**src/rtl/iz_ctrl_pkg.sv**
```systemverilog
// Shared types and constants for the IZ_RG_22 mode scheduler.
// Holds the FSM state encoding, neuron-type selects and helpers.
package iz_ctrl_pkg;

    localparam int SEL_W  = 3;
    localparam int I_W    = 5;
    localparam int MASK_W = 8;

    typedef enum logic [2:0] {
        IDLE   = 3'd0,
        SCAN   = 3'd1,
        HOLD   = 3'd2,
        RUN    = 3'd3,
        REPORT = 3'd4,
        FINISH = 3'd5
    } state_t;

    localparam logic [SEL_W-1:0] SEL_RS  = 3'd0;
    localparam logic [SEL_W-1:0] SEL_IB  = 3'd1;
    localparam logic [SEL_W-1:0] SEL_CH  = 3'd2;
    localparam logic [SEL_W-1:0] SEL_FS  = 3'd3;
    localparam logic [SEL_W-1:0] SEL_TC  = 3'd4;
    localparam logic [SEL_W-1:0] SEL_RZ  = 3'd5;
    localparam logic [SEL_W-1:0] SEL_LTS = 3'd6;
    localparam logic [SEL_W-1:0] SEL_MIX = 3'd7;

    function automatic int max_int(input int a, input int b);
        max_int = (a > b) ? a : b;
    endfunction

    // Scanning high-to-low leaves the lowest set bit as the result.
    function automatic logic [SEL_W-1:0] lowest_set(
        input logic [MASK_W-1:0] m
    );
        lowest_set = '0;
        for (int k = MASK_W - 1; k >= 0; k--) begin
            if (m[k]) lowest_set = SEL_W'(k);
        end
    endfunction

endpackage

```
**src/rtl/iz_spike_counter.sv**
```systemverilog
// Rising-edge spike detector feeding a saturating counter.
// Cleared before each run; counts only while enabled.
module iz_spike_counter #(
    parameter int CNT_W = 16
) (
    input  logic             clk,
    input  logic             rst,
    input  logic             clr,
    input  logic             en,
    input  logic             spike,
    output logic [CNT_W-1:0] count
);

    logic prev;

    always_ff @(posedge clk) begin
        if (rst || clr) begin
            prev  <= 1'b0;
            count <= '0;
        end else if (en) begin
            prev <= spike;
            if (spike && !prev && (count != {CNT_W{1'b1}})) begin
                count <= count + 1'b1;
            end
        end
    end

endmodule

```
**src/rtl/iz_mode_scheduler.sv**
```systemverilog
// Sequencer walking enabled neuron types through reset and run phases,
// reporting one spike count per type over a valid/ready handshake.
module iz_mode_scheduler
    import iz_ctrl_pkg::*;
#(
    parameter int RST_CYCLES = 2500,
    parameter int RUN_CYCLES = 50000,
    parameter int CNT_W      = 16
) (
    input  logic              clk,
    input  logic              rst,
    input  logic              start,
    input  logic              abort,
    input  logic [MASK_W-1:0] mode_mask,
    input  logic [I_W-1:0]    i_level,
    input  logic              nrn_spike,
    output logic              nrn_rst,
    output logic [SEL_W-1:0]  nrn_select,
    output logic [I_W-1:0]    nrn_I,
    output logic              busy,
    output logic              done,
    output logic              rpt_valid,
    output logic [SEL_W-1:0]  rpt_mode,
    output logic [CNT_W-1:0]  rpt_count,
    input  logic              rpt_ready
);

    localparam int TMAX = max_int(RST_CYCLES, RUN_CYCLES);
    localparam int TW   = $clog2(TMAX + 1);

    localparam logic [TW-1:0] RST_LOAD = TW'(RST_CYCLES - 1);
    localparam logic [TW-1:0] RUN_LOAD = TW'(RUN_CYCLES - 1);

    state_t              state;
    logic [TW-1:0]       timer;
    logic [MASK_W-1:0]   pend;
    logic [SEL_W-1:0]    sel;
    logic [I_W-1:0]      cur_i;
    logic [CNT_W-1:0]    cnt;

    always_ff @(posedge clk) begin
        if (rst) begin
            state <= IDLE;
            timer <= '0;
            pend  <= '0;
            sel   <= '0;
            cur_i <= '0;
        end else if (abort && (state != IDLE)) begin
            state <= IDLE;
            pend  <= '0;
            sel   <= '0;
            cur_i <= '0;
        end else begin
            unique case (state)
                IDLE: begin
                    if (start) begin
                        pend  <= mode_mask;
                        cur_i <= i_level;
                        state <= SCAN;
                    end
                end
                SCAN: begin
                    if (|pend) begin
                        sel   <= lowest_set(pend);
                        pend  <= pend & (pend - 8'd1);
                        timer <= RST_LOAD;
                        state <= HOLD;
                    end else begin
                        state <= FINISH;
                    end
                end
                HOLD: begin
                    if (timer == '0) begin
                        timer <= RUN_LOAD;
                        state <= RUN;
                    end else begin
                        timer <= timer - 1'b1;
                    end
                end
                RUN: begin
                    if (timer == '0) begin
                        state <= REPORT;
                    end else begin
                        timer <= timer - 1'b1;
                    end
                end
                REPORT: begin
                    if (rpt_ready) state <= SCAN;
                end
                FINISH: begin
                    sel   <= '0;
                    cur_i <= '0;
                    state <= IDLE;
                end
                default: state <= IDLE;
            endcase
        end
    end

    iz_spike_counter #(
        .CNT_W (CNT_W)
    ) u_cnt (
        .clk   (clk),
        .rst   (rst),
        .clr   (state == HOLD),
        .en    (state == RUN),
        .spike (nrn_spike),
        .count (cnt)
    );

    // Counter keeps its value after a run; gate it so idle reads as zero.
    assign nrn_rst    = (state != RUN);
    assign nrn_select = sel;
    assign nrn_I      = cur_i;
    assign busy       = (state != IDLE);
    assign done       = (state == FINISH);
    assign rpt_valid  = (state == REPORT);
    assign rpt_mode   = rpt_valid ? sel : '0;
    assign rpt_count  = rpt_valid ? cnt : '0;

endmodule

```
**config.mk**
```make
export PLATFORM = sky130hd
export DESIGN_NAME = iz_mode_scheduler
export DESIGN_NICKNAME = d
export VERILOG_FILES = /design/src/rtl/iz_ctrl_pkg.sv /design/src/rtl/iz_spike_counter.sv /design/src/rtl/iz_mode_scheduler.sv
export SDC_FILE = /design/constraint.sdc
export NUM_CORES = 1
export LEC_CHECK = 0
export CAP_MARGIN = 10
export CORE_MARGIN = 5
export CORE_UTILIZATION = 50
export CTS_CLUSTER_SIZE = 24
export DETAILED_ROUTE_END_ITERATION = 12
export PLACE_DENSITY = 0.76
export SKIP_LAST_GASP = 1
export SLEW_MARGIN = 20
export SYNTH_ARGS = -nofsm -noshare
export SYNTH_HDL_FRONTEND = slang
export SYNTH_SLANG_ARGS = --single-unit
```
**constraint.sdc**
```tcl
create_clock -name clk -period 5.3 [get_ports clk]
set_input_delay 1.06 -clock clk [delete_from_list [all_inputs] [get_ports clk]]
set_output_delay 1.06 -clock clk [all_outputs]
set_load 0.01 [all_outputs]
```
# Yosys cells after proc, flatten, opt, wreduce, memory -nomap -nowiden
# Index checks and enable logic that the tools add are counted.
[totals]
input_bits = 19
out_inout_bits = 31
elab_cells = 72
reg_bits = 52
[op_classes]
n_eq_ne = 13
mux = 27
n_addsub = 3
n_reduce_logical = 20
bitwise = 2
[op_table]
columns = ["cell", "count"]
rows = [
  ["2-to-1 mux 16 bit", 4],
  ["one-hot mux 16 bit (3 select lines)", 1],
  ["2-to-1 mux 3 bit", 15],
  ["adder 16 x 1 -> 16 bit, second input constant", 1],
  ["zero test 16 bit", 1],
  ["2-to-1 mux 8 bit", 2],
  ["inequality test 16 bit, second input constant", 1],
  ["one-hot mux 8 bit (2 select lines)", 1],
  ["subtractor 16 x 1 -> 16 bit, second input constant", 1],
  ["one-hot mux 3 bit (5 select lines)", 1],
  ["inequality test 2 bit, second input constant", 5],
  ["one-hot mux 5 bit (2 select lines)", 1],
  ["AND 8 bit", 1],
  ["AND reduction 4 bit", 2],
  ["OR reduction 8 bit", 1],
  ["subtractor 8 x 1 -> 8 bit, second input constant", 1],
  ["equality test 3 x 2 -> 1 bit, second input constant", 2],
  ["equality test 3 bit, second input constant", 2],
  ["one-hot mux 3 bit (2 select lines)", 1],
  ["AND reduction 2 bit", 3],
  ["nonzero test 2 bit", 3],
  ["nonzero test 3 bit", 2],
  ["2-to-1 mux 5 bit", 1],
  ["equality test 3 x 1 -> 1 bit, second input constant", 1],
  ["9 further kinds", 11],
]

# Logic depth before layout (Yosys ltp)
# Gate-level depths: netlist of run 1.
[logic_depth]
ltp_word = 10
depth_mapped = 8
ltp_nobuf = 6

# Modules after synthesis
# From an unflattened synthesis of run 1, not the netlist that was laid out.
[hier_totals]
cells_unflattened = 392
area_unflattened_um2 = 3042.9
[modules_own_cells]
columns = ["module", "cells_per_inst", "n_inst", "area_each_um2", "seq_area_each_um2"]
rows = [
  ["iz_mode_scheduler", 286, 1, 2139.6, 700.7],
  ["iz_spike_counter", 106, 1, 903.4, 340.3],
]

# Worst setup path before layout of run 1
# OpenSTA, ideal clock, no wires.
[synth_timing]
path_type = "reg-to-output"
start = "register state[2]"
end = "output rpt_count[10]"
n_path_buf = 2
t_arrival_ps = 1393
path_slack_ps = 2847
path_stages_with_launch = 5
required_ps = 4240
path_cell_list = "dfxtp_1 -> clkbuf_1 -> nor3b_1 -> clkbuf_1 -> and2_1"
[synth_between]
elab_chain_cells = 2
[synth_lines]
columns = ["item", "line_no", "rtl"]
rows = [
  ["start, declared", "iz_mode_scheduler.sv:34", "state_t state;"],
  ["start signal, assigned", "iz_mode_scheduler.sv:43", "state <= IDLE;"],
  ["start signal, assigned", "iz_mode_scheduler.sv:49", "state <= IDLE;"],
  ["start signal, assigned", "iz_mode_scheduler.sv:59", "state <= SCAN;"],
  ["equality test 3 bit", "iz_mode_scheduler.sv:117", "assign rpt_valid = (state == REPORT);"],
  ["net rpt_valid", "iz_mode_scheduler.sv:22", "output logic rpt_valid,"],
  ["2-to-1 mux 16 bit", "iz_mode_scheduler.sv:119", "assign rpt_count = rpt_valid ? cnt : '0;"],
  ["end, declared", "iz_mode_scheduler.sv:24", "output logic [CNT_W-1:0] rpt_count,"],
]
# The timed path passes the listed nets, and every way through them passes these cells.

# Final worst setup path of run 1
[layout_timing]
start = "register state[2]"
end = "output rpt_count[3]"
[layout_between]
elab_chain_cells = 2
[layout_lines]
columns = ["item", "line_no"]
rows = [
  ["equality test 3 bit", "iz_mode_scheduler.sv:117"],
  ["2-to-1 mux 16 bit", "iz_mode_scheduler.sv:119"],
]
# No other way between the ends.

==> results list, run 1 <==
* Outcome: complete, no violations
* Synth warnings: 0
- The floorplan step defined a die boundary enclosing 7250 um2.
- The count of endpoints failing hold in the final timing report is 0.
- The critical path is of the flop to output port type.
- Worst Hold Depth: 2
- In this run the mean area of a mapped cell was 7.91 um2.
- In the final layout, the multi-input gates occupy 1700 um2.
- Synthesized instance count: 357
- F_max: 0.279 GHz
* Crit path capture type: output port
* PD cells: 521 nW/um2
* Total wire length after detailed routing: 7010 um
- TritonCTS built the clock tree.
- Setup violations remaining at the end of the flow were counted as 0.
- Routability congestion estimate from global placement: 0.917
- TritonCTS buffer count: 5
- The die is 85.2 um tall.
* Sequential cell area: 1040 um2
- The clock reaches the later pin of the worst-skew pair after 310 ps.
- The cell area that synthesis handed to floorplanning was 2820 um2.
- Tightest Hold Check Type: flop to flop
- Core area: 5510 um2
* Post-cts resize count: 0
- For the final routed database, the setup TNS stands at 0 ps.
- After layout, the worst path uses 67.7% of the clock period.
* Type of element launching the critical path: flop
- Setup Fix Bufs, Post-CTS: 0
- Synthesis inferred 52 register bits.
* Wire length of the first global-routing pass: 12100 um
- The longest clock path from root to sink contains 2 buffers.
- The analysis attributes to cell leakage a power of 0.00121 uW.
- Global routing consumed, over all layers together, 19.9% of the routing resources.
- Async SR Flop Fraction: 0%
- At the pin with the least slew margin, the transition time is 1010 ps.
* Number of violations reported at the end of detailed-routing iteration 0: 137
* Via count of the first global-routing pass: 2651
* Effective utilization at floorplan: 51.3%
- Yosys mapped a number of flops with a built-in enable equal to 0.
- The number of antenna violations at the first check in global routing was 0.
- The count of nets left with antenna violations once routing finished came out at 0.
* Min Clock Period, post-route: 3590 ps
- Final core occ: 63.5%
- In the final design database the tool counted 418 nets.
- Remaining Overflow, GRT: 0
- Synthesis produced a netlist with a net count of 378.
- During I/O placement, the number of pins put on the boundary was 50.
* Sequential element share of the synthesized area: 36.9%
* Maximum fanout along the worst path: 22
- Row count: 27
* Data arrival, critical path: 2530 ps
- After detailed routing, the number of remaining DRC violations is 0.
- Entering global routing, the biggest net connects 23 pins.
- Setup repair after global routing left no endpoint under its margin.
- Wire length per cell after detailed routing: 14.9 um
- Critical path required time: 4240 ps
- Cell variety after synth: 53
- Layout area overhead: 23.9%
* Clock slew at reported path FFs: 90 ps
- Share of post-route cells with drive strength above 1: 4.52%
- For the final database, setup skew stands at 11.1 ps.
- Count of buffers inserted at the top-level ports: 49
- Leaving out fill and tap cells, the most frequent cells in the layout are 52 x dfxtp_1, 49 x clkdlybuf4s50_1, 41 x nor2_1, 28 x a21oi_1, 21 x nand2_1.
* # H-tree levels: 2
- Horizontal die dimension: 85.2 um
- Using the TritonRoute via totals, the vias-per-cell ratio works out to 5.93.
- Leading cell type in the layout, fill and taps excluded: dfxtp_1
- Once detailed placement completed, the half-perimeter wirelength came to 4960 um.
- Commonest register cell after synthesis: dfxtp_1
- Max-cap violations: 0
* Antenna diode count: 0
- CTS saw 52 sinks.
- Number of cells on the worst reg-to-reg path: 5
- Number of vias after detailed routing: 2786
* Peak supply drop: 0.273 mV
- Buffer cell driving the clock tree root: clkbuf_8
* # hold bufs at CTS: 0
- FILL cells: 496
* Final slew viol count: 0
- The first TritonRoute pass finished after 5 iterations.
- Max_slew headroom: 31.4%
[critical path: stages (launching register included)]
cell	delay, ps
dfxtp_1	560
nor3b_2	880
and2_1	240
clkdlybuf4s50_1	540
[kinds of logic (layout without fill, tap and decap cells)]
kind of cell	after synthesis	in the layout	share of synthesized area, %
DFF	52	52	36.9
buffers and inverters	26	67	3.50
AOI/OAI and AO/OA	87	87	19.5
xor gates and xnor gates	12	12	3.72
and+or+nand+nor	173	173	33.7
muxes	5	5	1.77
adders and majority gates	2	2	0.886
[Yosys cell counts (5+ instances only)]
master | number | area share [%]
nor2b_1 | 5 | 1.1
a22oi_1 | 5 | 1.3
o31ai_1 | 6 | 1.6
and2_1 | 20 | 4.4
clkbuf_1 | 14 | 1.9
a21oi_1 | 28 | 5.0
o21ai_0 | 19 | 3.4
dfxtp_1 | 52 | 37
nand4_1 | 6 | 1.3
nor4_1 | 6 | 1.3
nor3_1 | 18 | 3.2
mux2i_1 | 5 | 1.8
inv_1 | 9 | 1.2
nor2_1 | 41 | 5.4
xnor2_1 | 10 | 3.1
a31oi_1 | 6 | 1.3
nor3b_1 | 5 | 1.3
or3_1 | 6 | 1.3
or4_1 | 10 | 2.7
nand2_1 | 21 | 2.8
nand3_1 | 11 | 1.9
nand2b_1 | 5 | 1.1
[stage by stage]
step	std cells	setup WS, ps	hold slack (ps)	instance area (um2)	total power (uW)
5_1_grt	470	1480	483	3500	1960
3_5_place_dp	462	2020	450	3360	1480
4_1_cts	470	1650	463	3490	1820
6_report	470	1710	461	3500	1820
3_3_place_gp	462	2060	455	3360	1460
2_1_floorplan	357	2850	432	2820	1250
[layer usage]
metal  wire (um)  track usage [%]  vias up
li1            -                -     1389
met1        3180             25.3     1301
met2        3380             34.0       89
met3         361             3.98        7
met4          90             6.04        0
met5           0                0        -
[power breakdown]
part | internal (uW) | switching [uW] | total (uW) | leakage (uW)
registers | 469 | 102 | 572 | 0.000422
logic | 370 | 549 | 919 | 0.000717
clock network | 190 | 141 | 331 | 0.0000687
total | 1030 | 792 | 1820 | 0.00121
[area by class of cell]
cell class / instances / share of cell area, %
clock buffers: 5 / 1.97
well taps: 72 / 2.58
inverters: 10 / 1.07
repair buffers: 49 / 14.0
flip-flops and latches: 52 / 29.8
multi-input cells: 279 / 48.6
clock inverters: 3 / 1.97
[registers in the layout (all words and copies together), names as in the netlist]
signal / flops
state: 3
u_cnt.prev: 1
nrn_select: 3
pend: 8
timer: 16
u_cnt.count: 16
nrn_I: 5
[path summary, 6_finish.rpt]
path	from	to	slack, ps
worst max-delay path	state[2]	rpt_count[3]	1710
worst min-delay path	u_cnt.prev	u_cnt.prev	460
worst max register to register	state[0]	state[2]	2750
worst min register to register	u_cnt.prev	u_cnt.prev	460
Power figures use the tool's default switching activity.
==> inputs of run 2 (changes only) <==
--- a/config.mk
+++ b/config.mk
@@ -7,10 +7,10 @@
 export LEC_CHECK = 0
 export CAP_MARGIN = 10
 export CORE_MARGIN = 5
-export CORE_UTILIZATION = 50
+export CORE_UTILIZATION = 48
 export CTS_CLUSTER_SIZE = 24
 export DETAILED_ROUTE_END_ITERATION = 12
-export PLACE_DENSITY = 0.76
+export PLACE_DENSITY = 0.77
 export SKIP_LAST_GASP = 1
 export SLEW_MARGIN = 20
 export SYNTH_ARGS = -nofsm -noshare
==> constraint.sdc (replaced) <==
create_clock -name clk -period 3.3 [get_ports clk]
set_input_delay 0.66 -clock clk [delete_from_list [all_inputs] [get_ports clk]]
set_output_delay 0.66 -clock clk [all_outputs]
set_load 0.01 [all_outputs]
==> run 2 against run 1 <==
Against the previous run: sequential share of layout area decreased by 0.21 points; non-clock buffer count increased by 10; design area increased by 0.72%; sequential power increased by 62%; first-iteration DRC count increased by 66%; clock skew decreased by 5.8 ps; power increased by 54%; critical endpoint is now rpt_mode[1]; largest cell class unchanged.
==> results list, run 2 (synthesis gave the netlist of run 1 again) <==
- Via count of the first global-routing pass: 2659
- Counting every sink on the clock net gives 52.
- FILL cells: 544
- Number of failing setup endpoints in the final timing report: 0
- The number of antenna violations at the first check in global routing is 0.
- Net switching is 45.4% of the power.
- Max-cap violations: 0
- Wire length of the first global-routing pass: 12200 um
- The count of buffers added on input and output ports is 49.
- Maximum fanout along the worst path: 20
- Unrepaired setup endpoints after global routing: no
- Met2 track utilization from global routing: 33.5%
- After floorplanning, the core was divided into 28 placement rows.
* Critical path required time: 2640 ps
- Dividing the detail-routed via count by the number of cells gives 5.82.
* Type of element launching the critical path: flop
- Global routing used 25.0% of the available met1 tracks.
- Clock-pin slew was measured on the worst setup and hold paths at 90 ps.
- Final worst-path cycle share: 84.8%
* Area enclosed by the die boundary: 7520 um2
- Gr busiest metal: met2
- Total wire length after detailed routing: 7190 um
- For hold timing, the worst endpoint is u_cnt.prev.
* Worst Min Path Start: u_cnt.prev
- Detailed placement ended at an HPWL of 5290 um.
- Maximum number of pins on one net before global-route repair: 21
- Fraction of met3 tracks used by global routing: 4.47%
- Antenna diode count: 0
- The worst register-to-register path has a depth of 5.
* Maximum root-to-sink buffer count: 2
* Largest registers: timer: 16 flops, u_cnt.count: 16 flops, pend: 8 flops
- Final slew viol count: 0
- Outcome: complete, no violations
- Across the routed clock network, the largest skew measured is 5.36 ps.
- Data arrival, critical path: 2140 ps
- The cell sitting at the root of the clock tree is a clkbuf_8.
- Max_slew headroom: 56.2%
* Launch point of the worst path: state[2]
* Setup Fix Bufs, Post-CTS: 0
* Setup slack of the worst register-to-register path: 810 ps
- The worst setup path is captured at an output port.
* Later-pin clock latency in the skew report: 310 ps
- In the final layout, the share of cells above drive strength 1 is 6.62%.
- Effective utilization at floorplan: 48.6%
- Tightest Hold Check Type: flop to flop
- Final hold analysis gives a worst-case slack of 461 ps.
- For this run, design rule violations remaining after detail routing come to 0.
* Overall routing resource usage: 19.8%
* Core area: 5820 um2
- For this design, the CTS-stage hold fixing added 0 buffers.
- Die boundary height: 86.7 um
- Kind of critical path: flop to output port
- TritonCTS built the clock tree.
- TritonCTS buffer count: 5
- The count of endpoints failing hold in the final timing report is 0.
- Per report_power, the clock group accounts for 13.0% of the total.
* Reg2Reg Capture Point: timer[7]
- F_max: 0.357 GHz
- Dividing the detail-routed wire length by the instance count gives 14.9 um.
- Once detail routing completed, the nets flagged for antenna violations numbered 0.
- Summed over all cells, the static leakage comes to 0.00124 uW.
- Ports placed on the boundary: 50
- Number of violations reported at the end of detailed-routing iteration 0: 228
- Internal power: 1530 uW
- Per report_power, the sequential group accounts for 32.9% of the total.
- Leading cell type in the layout, fill and taps excluded: dfxtp_1
* TritonRoute pass-1 iters: 5
- Total net switching power: 1280 uW
- The net count of the finished layout is 428.
- IR analysis of the VDD net gives a maximum drop of 0.413 mV.
* Combinational power share: 54.1%
- Post-cts resize count: 0
- # H-tree levels: 2
* Min Clock Period, post-route: 2800 ps
- For the pin with the worst max-slew slack, the measured transition is 652 ps.
- PD cells: 796 nW/um2
- Number of vias after detailed routing: 2810
* Worst Hold Depth: 2
- Remaining Overflow, GRT: 0
* Top library cells by usage in the layout, fill and taps aside: 52 x dfxtp_1, 49 x clkdlybuf4s50_1, 41 x nor2_1, 28 x a21oi_1, 21 x nand2_1
* Horizontal die dimension: 86.7 um
- Layout area overhead: 24.8%
* Routability congestion estimate from global placement: 0.894
- For the final routed database, the setup TNS stands at 0 ps.
- Critical register-to-register path startpoint: timer[2]
## run 2: worst max-delay path by stage
stage	end	depth (start not counted)
after floorplan	timer[13]	5
after global placement	timer[12]	5
after detailed placement	timer[12]	5
after CTS	rpt_mode[1]	4
after global routing	rpt_count[6]	4
final	rpt_mode[1]	4
## run 2: power groups by stage
stage	registers [uW]	clock network, uW	logic [uW]
4_1_cts	918	374	1510
5_1_grt	948	395	1700
6_report	924	363	1520
2_1_floorplan	870	0	1140
3_5_place_dp	932	0	1500
3_3_place_gp	924	0	1470
## run 2: metal layers
metal	up-vias	routed length, um
met5	-	0
met4	0	79
met3	9	309
met2	74	3530
met1	1324	3270
li1	1403	-
## run 2: layout make-up
class                   count  area [um2]  area share, %
clock inverters             3        18.8          0.533
repair buffers             59         566           16.1
clock buffers               5        68.8           1.95
multi-input cells         279        1700           48.2
well taps                  75        93.8           2.66
inverters                  10        37.5           1.07
flip-flops and latches     52        1040           29.5
## run 2: stage by stage
| step | setup WS [ps] | utilization (%) | power [uW] | instances | area (um2) |
|---|---|---|---|---|---|
| CTS | 490 | 60.6 | 2800 | 483 | 3520 |
| global route | 383 | 60.6 | 3040 | 483 | 3520 |
| detailed placement | 649 | 59.1 | 2430 | 475 | 3440 |
| finish | 503 | 60.6 | 2810 | 483 | 3520 |
| global placement | 786 | 59.1 | 2390 | 475 | 3440 |
| floorplan | 1090 | - | 2010 | 357 | 2820 |
## run 2: critical path: stages (launching register included)
cell and delay [ps]:
dfxtp_1 570, nor3b_2 320, buf_4 250, and2_1 150, clkdlybuf4s50_1 530
==> inputs of run 3 (changes only) <==
==> constraint.sdc (replaced) <==
create_clock -name clk -period 2.4 [get_ports clk]
set_input_delay 0.48 -clock clk [delete_from_list [all_inputs] [get_ports clk]]
set_output_delay 0.48 -clock clk [all_outputs]
set_load 0.01 [all_outputs]
==> run 3 against run 2 <==
Against the previous run: die area is the same; critical path depth grew 1; global-route usage shrank 0.29 points; critical path type is now flop to flop; critical endpoint is now timer[13]; largest cell class unchanged; highest routed layer unchanged.
==> results list, run 3 (synthesis gave the netlist of run 1 again) <==
- The flow ran to the end, and the final reports show no timing, DRC or antenna violations.
- Tightest Hold Check Type: flop to flop
- Design Area, Final: 3630 um2
* Maximum number of pins on one net before global-route repair: 18
- In the final routed layout, each cell accounts on average for 14.7 um.
- Net count of the finished layout: 441
- Wire length of the first global-routing pass: 11900 um
* Final worst-path cycle share: 96.1%
- Min Clock Period, post-route: 2310 ps
* Max_slew headroom: 60.7%
* Leakage: 0.00130 uW
- Later-pin clock latency in the skew report: 310 ps
* Final core occ: 62.5%
- Count of antenna-violating nets left after detailed routing: 0
- Total Negative Setup Slacks: 0 ps
- Buffer cell driving the clock tree root: clkbuf_8
* Kind of critical path: flop to flop
- From left edge to right edge, the die measures 86.7 um.
* Residual DRC: 0
- Ports placed on the boundary: 50
- Based on the critical path, the design can be clocked at up to 0.434 GHz.
* Reg2Reg Capture Point: timer[13]
* Termination of the worst setup path: timer[13]
- Power spread over the standard cell area amounts to 1120 nW/um2.
- # H-tree levels: 2
- Crit path capture type: flop
* Core area: 5820 um2
- The final route contains 2861 vias.
- Max-cap violations: 0
- The floorplan step defined a die boundary enclosing 7520 um2.
* Share of total power in the clock network: 12.9%
- The number of clock buffers added by TritonCTS is 5.
- Per report_power, the combinational group accounts for 56.7% of the total.
* Data arrival, critical path: 2550 ps
* Measured slew at the worst slew-check pin: 583 ps
- The worst setup path is launched from a flop.
- Overall routing resource usage: 19.5%
- Across all register-to-register paths, the minimum setup slack is 90 ps.
* Total net switching power: 1780 uW
* Internal power: 2310 uW
- Maximum fanout along the worst path: 7
- Tracing the worst setup path back leads to its startpoint at timer[2].
- Count of buffers inserted at the top-level ports: 49
* Largest registers: timer: 16 flops, u_cnt.count: 16 flops, pend: 8 flops
- Once the floorplan was initialized, standard cells occupied 48.6% of the core.
- At the end of routability-driven placement, the weighted congestion stood at 0.893.
* Vias per Instance: 5.77
* Critical path required time: 2640 ps
- Counting along the longest clock path gives a buffer depth of 2.
- Sink Count: 52
- After legalization and detailed placement, the total HPWL measured 5370 um.
- Number of cells on the worst reg-to-reg path: 5
- From synthesis to final layout, the design area changed by 28.7%.
- Clock slew at reported path FFs: 90 ps
- Final slew viol count: 0
* Row count: 28
- The detailed router finished its first iteration with 174 violations.
* Initial antenna violation count: 0
- The count of endpoints failing hold in the final timing report was 0.
- Die boundary height: 86.7 um
* Total wire length after detailed routing: 7290 um
- TritonRoute pass-1 iters: 5
* Cell Area, Placed: 3530 um2
- Unrepaired setup endpoints after global routing: no
- Number of failing setup endpoints in the final timing report: 0
- The worst register-to-register path begins at timer[2].
- Leading cell type in the layout, fill and taps excluded: dfxtp_1
- Antenna diode count: 0
* Register share of total power: 30.4%
- TritonCTS built the clock tree.
- IR analysis of the VDD net gives a maximum drop of 0.611 mV.
* Remaining Overflow, GRT: 0
- Net switching share of the total power: 43.6%
- The via count of the first global-routing pass is 2645.
- Cells with a size suffix above 1 make up 10.5% of the layout.
- Clock skew: 5.24 ps
- Leaving out fill and tap cells, the most frequent cells in the layout are 50 x dfxtp_1, 49 x clkdlybuf4s50_1, 41 x nor2_1, 28 x a21oi_1, 22 x buf_4.
## run 3: metrics by stage
| step | std cells | power, uW | hold slack [ps] | worst slack [ps] |
|---|---|---|---|---|
| global placement | 488 | 3460 | 447 | 139 |
| CTS | 496 | 4050 | 470 | 13.4 |
| floorplan | 357 | 2760 | 432 | 193 |
| finish | 496 | 4090 | 467 | 93.3 |
| detailed placement | 488 | 3510 | 456 | 115 |
| global route | 496 | 4410 | 502 | 6.68 |
## run 3: power by group through the flow
stage                     registers (uW)  logic, uW  clock network (uW)
after global placement              1240       2220                   0
final                               1240       2320                 526
after floorplan                     1200       1570                   0
after CTS                           1230       2280                 532
after global routing                1270       2580                 564
after detailed placement            1250       2260                   0
## run 3: final cells by class
cell class / count / area [um2]
fill: 542 / 2180
multi-input combinational: 279 / 1700
sequential: 52 / 1040
timing repair buffer: 72 / 667
tap: 75 / 93.8
clock buffer: 6 / 82.6
inverter: 10 / 37.5
clock inverter: 2 / 10.0
## run 3: worst min-delay path by stage
| stage | slack, ps | endpoint | cells after the start | from |
|---|---|---|---|---|
| 2_1_floorplan | 430 | u_cnt.prev | 2 | u_cnt.prev |
| 3_3_place_gp | 450 | u_cnt.prev | 2 | u_cnt.prev |
| 3_5_place_dp | 460 | u_cnt.prev | 2 | u_cnt.prev |
| 4_1_cts | 470 | u_cnt.prev | 2 | u_cnt.prev |
| 5_1_grt | 500 | u_cnt.prev | 2 | u_cnt.prev |
| 6_report | 470 | u_cnt.prev | 2 | u_cnt.prev |
## run 3: repair_timing
item / in CTS / in global routing
setup buffers: 0 / 0
pin swaps: 0 / 1
setup endpoints to repair: 1 / 22
hold endpoints to repair: 0 / 0
gates resized for setup: 1 / 4
hold buffers: 0 / 0
## run 3: worst max-delay path: stages (launching register included)
cell     delay (ps)
dfxtp_1         370
or4_1           560
or4_4           450
or3_1           330
or4_1           400
a21oi_1         140
## run 3: routing by layer
layer / up-vias / track usage [%] / share of wire, %
met1: 1308 / 23.5 / 43
met5: - / 0 / 0
met3: 16 / 4.09 / 5.8
li1: 1437 / - / -
met2: 100 / 33.5 / 50
met4: 0 / 8.07 / 1.7
